==> src/rtl/ps2_host_tx.sv <==
// ----------------------------------------------------------------------------
// ps2_host_tx
//
// PS/2 host-to-device transmitter. Sends one command byte to the keyboard
// over the shared open-drain PS/2 clock and data lines. Lines are only ever
// pulled low through the output-enables; releasing an enable lets the
// external pull-up take the line high.
//
// Sequence: hold clock low (inhibit), present the start bit, release the
// clock, then present the eight data bits (LSB first), the odd parity bit
// and the stop bit on successive device falling edges. The 11th falling
// edge carries the device acknowledge. The block finishes once both lines
// have returned high.
//
// Parameters:
//   INHIBIT_CYCLES  system clocks the clock line is held low before start
//   TIMEOUT_CYCLES  system clocks allowed from clock release to line idle
//
// Ports:
//   Clock       system clock, rising-edge logic
//   Reset       asynchronous active-low reset
//   iPS2CLK     PS/2 clock pin (asynchronous, synchronised here)
//   iPS2D       PS/2 data pin (asynchronous, synchronised here)
//   iData[7:0]  byte to send, captured when a request is accepted
//   iSend       request strobe, accepted only while oBusy = 0
//   oPS2CLK_OE  1 = pull PS/2 clock low
//   oPS2D_OE    1 = pull PS/2 data low
//   oBusy       transfer in progress (receiver should ignore the lines)
//   oDone       one-cycle pulse: byte sent and line returned idle
//   oError      one-cycle pulse: timeout (or rejected acknowledge)
//
// Build option:
//   PS2_TX_ACK_CHECK_EN  when defined, a high data line on the acknowledge
//                        edge is reported through oError instead of oDone.
// ----------------------------------------------------------------------------
module ps2_host_tx #(
    parameter int INHIBIT_CYCLES = 6000,
    parameter int TIMEOUT_CYCLES = 1000000
) (
    input  logic       Clock,
    input  logic       Reset,
    input  logic       iPS2CLK,
    input  logic       iPS2D,
    input  logic [7:0] iData,
    input  logic       iSend,
    output logic       oPS2CLK_OE,
    output logic       oPS2D_OE,
    output logic       oBusy,
    output logic       oDone,
    output logic       oError
);

    localparam int CNT_MAX = (TIMEOUT_CYCLES > INHIBIT_CYCLES) ? TIMEOUT_CYCLES : INHIBIT_CYCLES;
    localparam int CW      = $clog2(CNT_MAX + 1);

    typedef enum logic [2:0] {
        S_IDLE,
        S_INHIBIT,
        S_REQ,
        S_DATA,
        S_ACK,
        S_WAIT_IDLE
    } state_t;

    state_t          r_state;
    state_t          w_state_next;

    logic            r_clk_s1, r_clk_s2, r_clk_prev;
    logic            r_d_s1, r_d_s2;
    logic            w_fall;

    logic [9:0]      r_shift;
    logic [3:0]      r_bit;
    logic [CW-1:0]   r_cnt;
    logic            r_d_oe;
    logic            r_done;
    logic            r_error;

    logic            w_load;
    logic            w_cnt_clr;
    logic            w_start;
    logic            w_shift;
    logic            w_done_set;
    logic            w_err_set;
    logic            w_timeout;

    // Synchronisers reset to 1 (idle bus level) so no false edge appears
    // right after reset.
    always_ff @(posedge Clock or negedge Reset) begin
        if (!Reset) begin
            r_clk_s1   <= 1'b1;
            r_clk_s2   <= 1'b1;
            r_clk_prev <= 1'b1;
            r_d_s1     <= 1'b1;
            r_d_s2     <= 1'b1;
        end else begin
            r_clk_s1   <= iPS2CLK;
            r_clk_s2   <= r_clk_s1;
            r_clk_prev <= r_clk_s2;
            r_d_s1     <= iPS2D;
            r_d_s2     <= r_d_s1;
        end
    end

    assign w_fall    = r_clk_prev & ~r_clk_s2;
    assign w_timeout = (r_cnt == CW'(TIMEOUT_CYCLES - 1));

    always_ff @(posedge Clock or negedge Reset) begin
        if (!Reset) begin
            r_state <= S_IDLE;
        end else begin
            r_state <= w_state_next;
        end
    end

    always_comb begin
        w_state_next = r_state;
        w_load       = 1'b0;
        w_cnt_clr    = 1'b0;
        w_start      = 1'b0;
        w_shift      = 1'b0;
        w_done_set   = 1'b0;
        w_err_set    = 1'b0;

        case (r_state)
            S_IDLE: begin
                if (iSend) begin
                    w_load       = 1'b1;
                    w_cnt_clr    = 1'b1;
                    w_state_next = S_INHIBIT;
                end
            end
            S_INHIBIT: begin
                if (r_cnt == CW'(INHIBIT_CYCLES - 1)) begin
                    w_start      = 1'b1;
                    w_cnt_clr    = 1'b1;
                    w_state_next = S_REQ;
                end
            end
            S_REQ: begin
                w_state_next = S_DATA;
            end
            S_DATA: begin
                if (w_fall) begin
                    w_shift = 1'b1;
                    // The 10th edge presents the stop bit.
                    if (r_bit == 4'd9) begin
                        w_state_next = S_ACK;
                    end
                end
            end
            S_ACK: begin
                if (w_fall) begin
`ifdef PS2_TX_ACK_CHECK_EN
                    if (r_d_s2) begin
                        w_err_set    = 1'b1;
                        w_state_next = S_IDLE;
                    end else begin
                        w_state_next = S_WAIT_IDLE;
                    end
`else
                    w_state_next = S_WAIT_IDLE;
`endif
                end
            end
            S_WAIT_IDLE: begin
                if (r_clk_s2 && r_d_s2) begin
                    w_done_set   = 1'b1;
                    w_state_next = S_IDLE;
                end
            end
            default: begin
                w_state_next = S_IDLE;
            end
        endcase

        // Timeout overrides any completion in the same cycle so that done
        // and error can never pulse together.
        if ((r_state == S_REQ || r_state == S_DATA || r_state == S_ACK ||
             r_state == S_WAIT_IDLE) && w_timeout) begin
            w_done_set   = 1'b0;
            w_err_set    = 1'b1;
            w_shift      = 1'b0;
            w_state_next = S_IDLE;
        end
    end

    always_ff @(posedge Clock or negedge Reset) begin
        if (!Reset) begin
            r_shift <= '0;
            r_bit   <= '0;
            r_cnt   <= '0;
            r_d_oe  <= 1'b0;
            r_done  <= 1'b0;
            r_error <= 1'b0;
        end else begin
            r_done  <= w_done_set;
            r_error <= w_err_set;

            if (w_cnt_clr || r_state == S_IDLE) begin
                r_cnt <= '0;
            end else begin
                r_cnt <= r_cnt + CW'(1);
            end

            if (w_load) begin
                r_shift <= {1'b1, ~^iData, iData};
                r_bit   <= '0;
                r_d_oe  <= 1'b0;
            end

            if (w_start) begin
                r_d_oe <= 1'b1;
            end

            // Drive the inverse of the presented bit: a 0 pulls the line low.
            if (w_shift) begin
                r_d_oe  <= ~r_shift[0];
                r_shift <= {1'b1, r_shift[9:1]};
                r_bit   <= r_bit + 4'd1;
            end

            if (w_state_next == S_IDLE) begin
                r_d_oe <= 1'b0;
            end
        end
    end

    // Output enables are gated by state so the asynchronous reset releases
    // both lines without waiting for a clock edge.
    assign oPS2CLK_OE = (r_state == S_INHIBIT) || (r_state == S_REQ);
    assign oPS2D_OE   = r_d_oe && ((r_state == S_REQ) || (r_state == S_DATA));
    assign oBusy      = (r_state != S_IDLE);
    assign oDone      = r_done;
    assign oError     = r_error;

endmodule

==> config.mk <==
export PLATFORM = sky130hd
export DESIGN_NAME = ps2_host_tx
export DESIGN_NICKNAME = d
export VERILOG_FILES = /design/src/rtl/ps2_host_tx.sv
export SDC_FILE = /design/constraint.sdc
export NUM_CORES = 1
export LEC_CHECK = 0
export CAP_MARGIN = 20
export CORE_ASPECT_RATIO = 1.2
export CORE_MARGIN = 2
export CORE_UTILIZATION = 50
export CTS_BUF_LIST = sky130_fd_sc_hd__clkbuf_4
export CTS_CLUSTER_SIZE = 14
export DETAILED_ROUTE_END_ITERATION = 8
export DONT_BUFFER_PORTS = 1
export MAX_ROUTING_LAYER = met4
export REMOVE_ABC_BUFFERS = 1
export SETUP_SLACK_MARGIN = 0.1
export SLEW_MARGIN = 20
export SYNTH_ARGS = -nofsm -noshare
export SYNTH_HDL_FRONTEND = slang
export SYNTH_SLANG_ARGS = --single-unit
export TNS_END_PERCENT = 30
==> constraint.sdc <==
create_clock -name Clock -period 7.3 [get_ports Clock]
set_input_delay 0 -clock Clock [delete_from_list [all_inputs] [get_ports Clock]]
set_output_delay 0 -clock Clock [all_outputs]
set_load 0.1 [all_outputs]
==> results.yml <==
status:
  status: "completed"
floorplan:
  core_um2: 4327
  dieArea_um2: 5112
  initial_core_util_pct: 52.63
  rows: 26
  num_io_pins: 18
  die_h_um: 77.93
  dieWidth_um: 65.61
power:
  p_int_mw: 0.3375
  p_sw_mw: 0.09188
  leakage_nw: 1.130
  irDropWorstVdd_mv: 0.1134
  seqPwrFrac_pct: 59.7
  pwr_density_cell_nw_per_um2: 168.7
  clock_power_share_pct: 35.1
  swShare_pct: 21.40
  power_frac_comb_pct: 5.2
cts:
  htree_levels: 2
  cts_root_buffer: "clkbuf_4"
  cts.clk_slew.worst_paths_ps: 130
  clkLatencyLatePin_ps: 350
  numCtsBuffers: 5
  cts_tree: "built"
  ctsResizeCount: 0
  clockBufferDepth: 2
  cts.sinks: 45
worst_setup_path:
  crit_slowest_cell: "o31a_1"
  critical_path_class: "reg2reg"
  cp_top_family: "simple AND/OR/NAND/NOR gates"
  worst_setup_path_end_kind: "register"
  path_max_fanout: 18
  crit_path_cell_trace: "inv_1 > ha_1 > or4b_1 > or4_1 > o31a_1 > nor2_2 > mux2_2"
  cp.arrival_ps: 3340
  cp-start-kind: "register"
  critPathMaxStageDelay_ps: 550
  worstPathRequired_ps: 7600
  crit_buf_inv: 1
routing:
  route.vias.total: 1583
  drt_wl_total_um: 4301
  wire_per_inst_um: 14.99
  drcViolationCount: 0
  vias_per_cell: 5.516
  drtIter0Drc: 78
  ant_nets: 0
  dr.pass1.iters: 4
logic_synthesis:
  async_reset_ff_share_pct: 100.0
  yosysUniqueCellTypes: 47
  synth_area_leaders: "dfrtp_1 (44%), xnor2_1 (7.3%), dfstp_2 (5.8%)"
  synth-edff-count: 0
  avgSynthCellArea_um2: 10.54
  synth_top_area_share_pct: 43.96
  synth_seq_cells: 45
  yosysTopAreaCell: "dfrtp_1"
  seq_area_frac_synth_pct: 49.73
  synth_area_um2: 2277
  synth_warnings: 0
  ys.flop_type: "dfrtp_1"
  synth_cells: 216
timing:
  tns_ps: 0
  fin_crit_sh_pct: 41.57
  hold_viol_final: 0
  slew_viol_final: 0
  finalClockSkew_ps: 6.649
  tightest_slew_ps: 1062
  rsz0062_at_grt: "false"
  period_needed_ps: 3034
  relSlewSlack_pct: 29.09
  finalSetupViolCount: 0
  fmax_mhz: 329.6
place:
  gp_congestion: 0.8119
  hpwl_um: 3008
  placed_cells: 266
  port_buffers: 0
layout:
  final_cell_mix: "dfrtp_1 (40), nor2_1 (25), xnor2_1 (19), nand2_1 (14), dlygate4sd3_1 (12)"
  finalNonFillerCells: 287
  area_growth_pct: 11.76
  num_antenna_cells: 0
  final_common_cell: "dfrtp_1"
  num-nets-final: 249
  drive_gt1_share_pct: 14.72
global_route:
  grt.total_usage_pct: 19.52
  grt_pass1_wl_um: 7486
  grt_start_max_net_pins: 46
  grt_overflow_total: 0
  grt_pass1_vias: 1646
  antenna_found_initial: 0
flow_run:
  max_cap_viol_count: 0
min_path:
  min_path_type: "in2async"
[state kept, by name, summed over array words and instances (netlist names)]
name	count
r_bit	4
r_d_s1	1
r_clk_s2	1
oDone	1
r_clk_s1	1
r_d_oe	1
oError	1
r_d_s2	1
r_shift	10
r_clk_prev	1
r_cnt	20
r_state	3
[metrics by stage]
step / hold WS [ps] / area (um2) / util, % / total power [mW] / setup WS (ps)
after floorplan: -295.6 / 2225 / - / 0.2698 / 4620
after global placement: -294.7 / 2318 / 53.59 / 0.2713 / 4397
after detailed placement: -294.4 / 2318 / 53.59 / 0.2716 / 4296
after CTS: 130.6 / 2545 / 58.82 / 0.4338 / 4288
after global routing: 134.7 / 2545 / 58.82 / 0.4520 / 4105
final: 131.9 / 2545 / 58.82 / 0.4294 / 4266
[per-layer routing]
metal	GRT usage (%)	vias up	wire length, um
li1	-	777	-
met1	24.14	768	1938
met2	31.43	33	2127
met3	4.638	5	175
met4	6.458	0	59
met5	-	-	0
[power by group through the flow]
| stage | sequential [mW] | combinational (mW) | clock, mW |
|---|---|---|---|
| 2_1_floorplan | 0.261 | 0.00923 | 0 |
| 3_5_place_dp | 0.261 | 0.0104 | 0 |
| 3_3_place_gp | 0.261 | 0.0103 | 0 |
| 5_1_grt | 0.257 | 0.0247 | 0.170 |
| 6_report | 0.256 | 0.0223 | 0.151 |
| 4_1_cts | 0.256 | 0.0227 | 0.155 |
[worst paths after layout]
check                                       end                  from  cells after the start  slack, ps
setup / recovery           r_bit[0]$_DFFE_PN0P_  r_state[1]$_DFF_PN0_                      7       4270
hold / removal             r_bit[2]$_DFFE_PN0P_                 Reset                      2        130
setup reg to reg           r_bit[0]$_DFFE_PN0P_  r_state[1]$_DFF_PN0_                      7       4270
hold reg to reg                r_d_s2$_DFF_PN1_      r_d_s1$_DFF_PN1_                      0        360
max in group asynchronous    r_clk_s1$_DFF_PN1_                 Reset                      2       6910
min in group Clock           r_clk_s1$_DFF_PN1_               iPS2CLK                      1        170
[what timing repair did]
item | 4_1_cts | 5_1_grt
setup buffers | 0 | 0
endpoints found under the hold margin | 57 | 0
hold buffers | 13 | 0
[logic make-up (layout without fill, tap and decap cells)]
group                    Yosys count  in the layout  synth area share, %
AND/OR/NAND/NOR                   86             86                19.62
flip-flops                        45             45                49.73
AO/OA/AOI/OAI                     29             29                10.66
XOR/XNOR                          26             26                10.00
buffers and inverters             18             33                3.956
adder cells (fa/ha/maj)            6              6                3.297
multiplexers                       6              6                2.747
[Yosys cell counts, types with 2 or more instances]
cell      instances
inv_1            10
ha_1              6
a22o_2            8
buf_2             3
xor2_1            7
o31a_1            2
nor4_1            4
nor3_1            7
nor2b_1           4
nand2_1          14
and2_1            2
or4b_2            2
or4_1             2
a21o_1            8
and4_1            2
dfrtp_1          40
dfstp_2           5
nor2_1           26
clkbuf_1          3
mux2i_1           4
xnor2_1          19
nand4_1           3
mux2_2            2
nand3_1          10
[final cells by class]
| cell class | count | area, um2 |
|---|---|---|
| Fill cell | 368 | 1782 |
| Multi-Input combinational cell | 153 | 1064 |
| Sequential cell | 45 | 1132 |
| Tap cell | 56 | 70.07 |
| Timing Repair Buffer | 15 | 162.7 |
| Clock inverter | 3 | 41.29 |
| Inverter | 10 | 37.54 |
| Clock buffer | 5 | 37.54 |
Note: power is estimated with default switching activity, not from simulation.
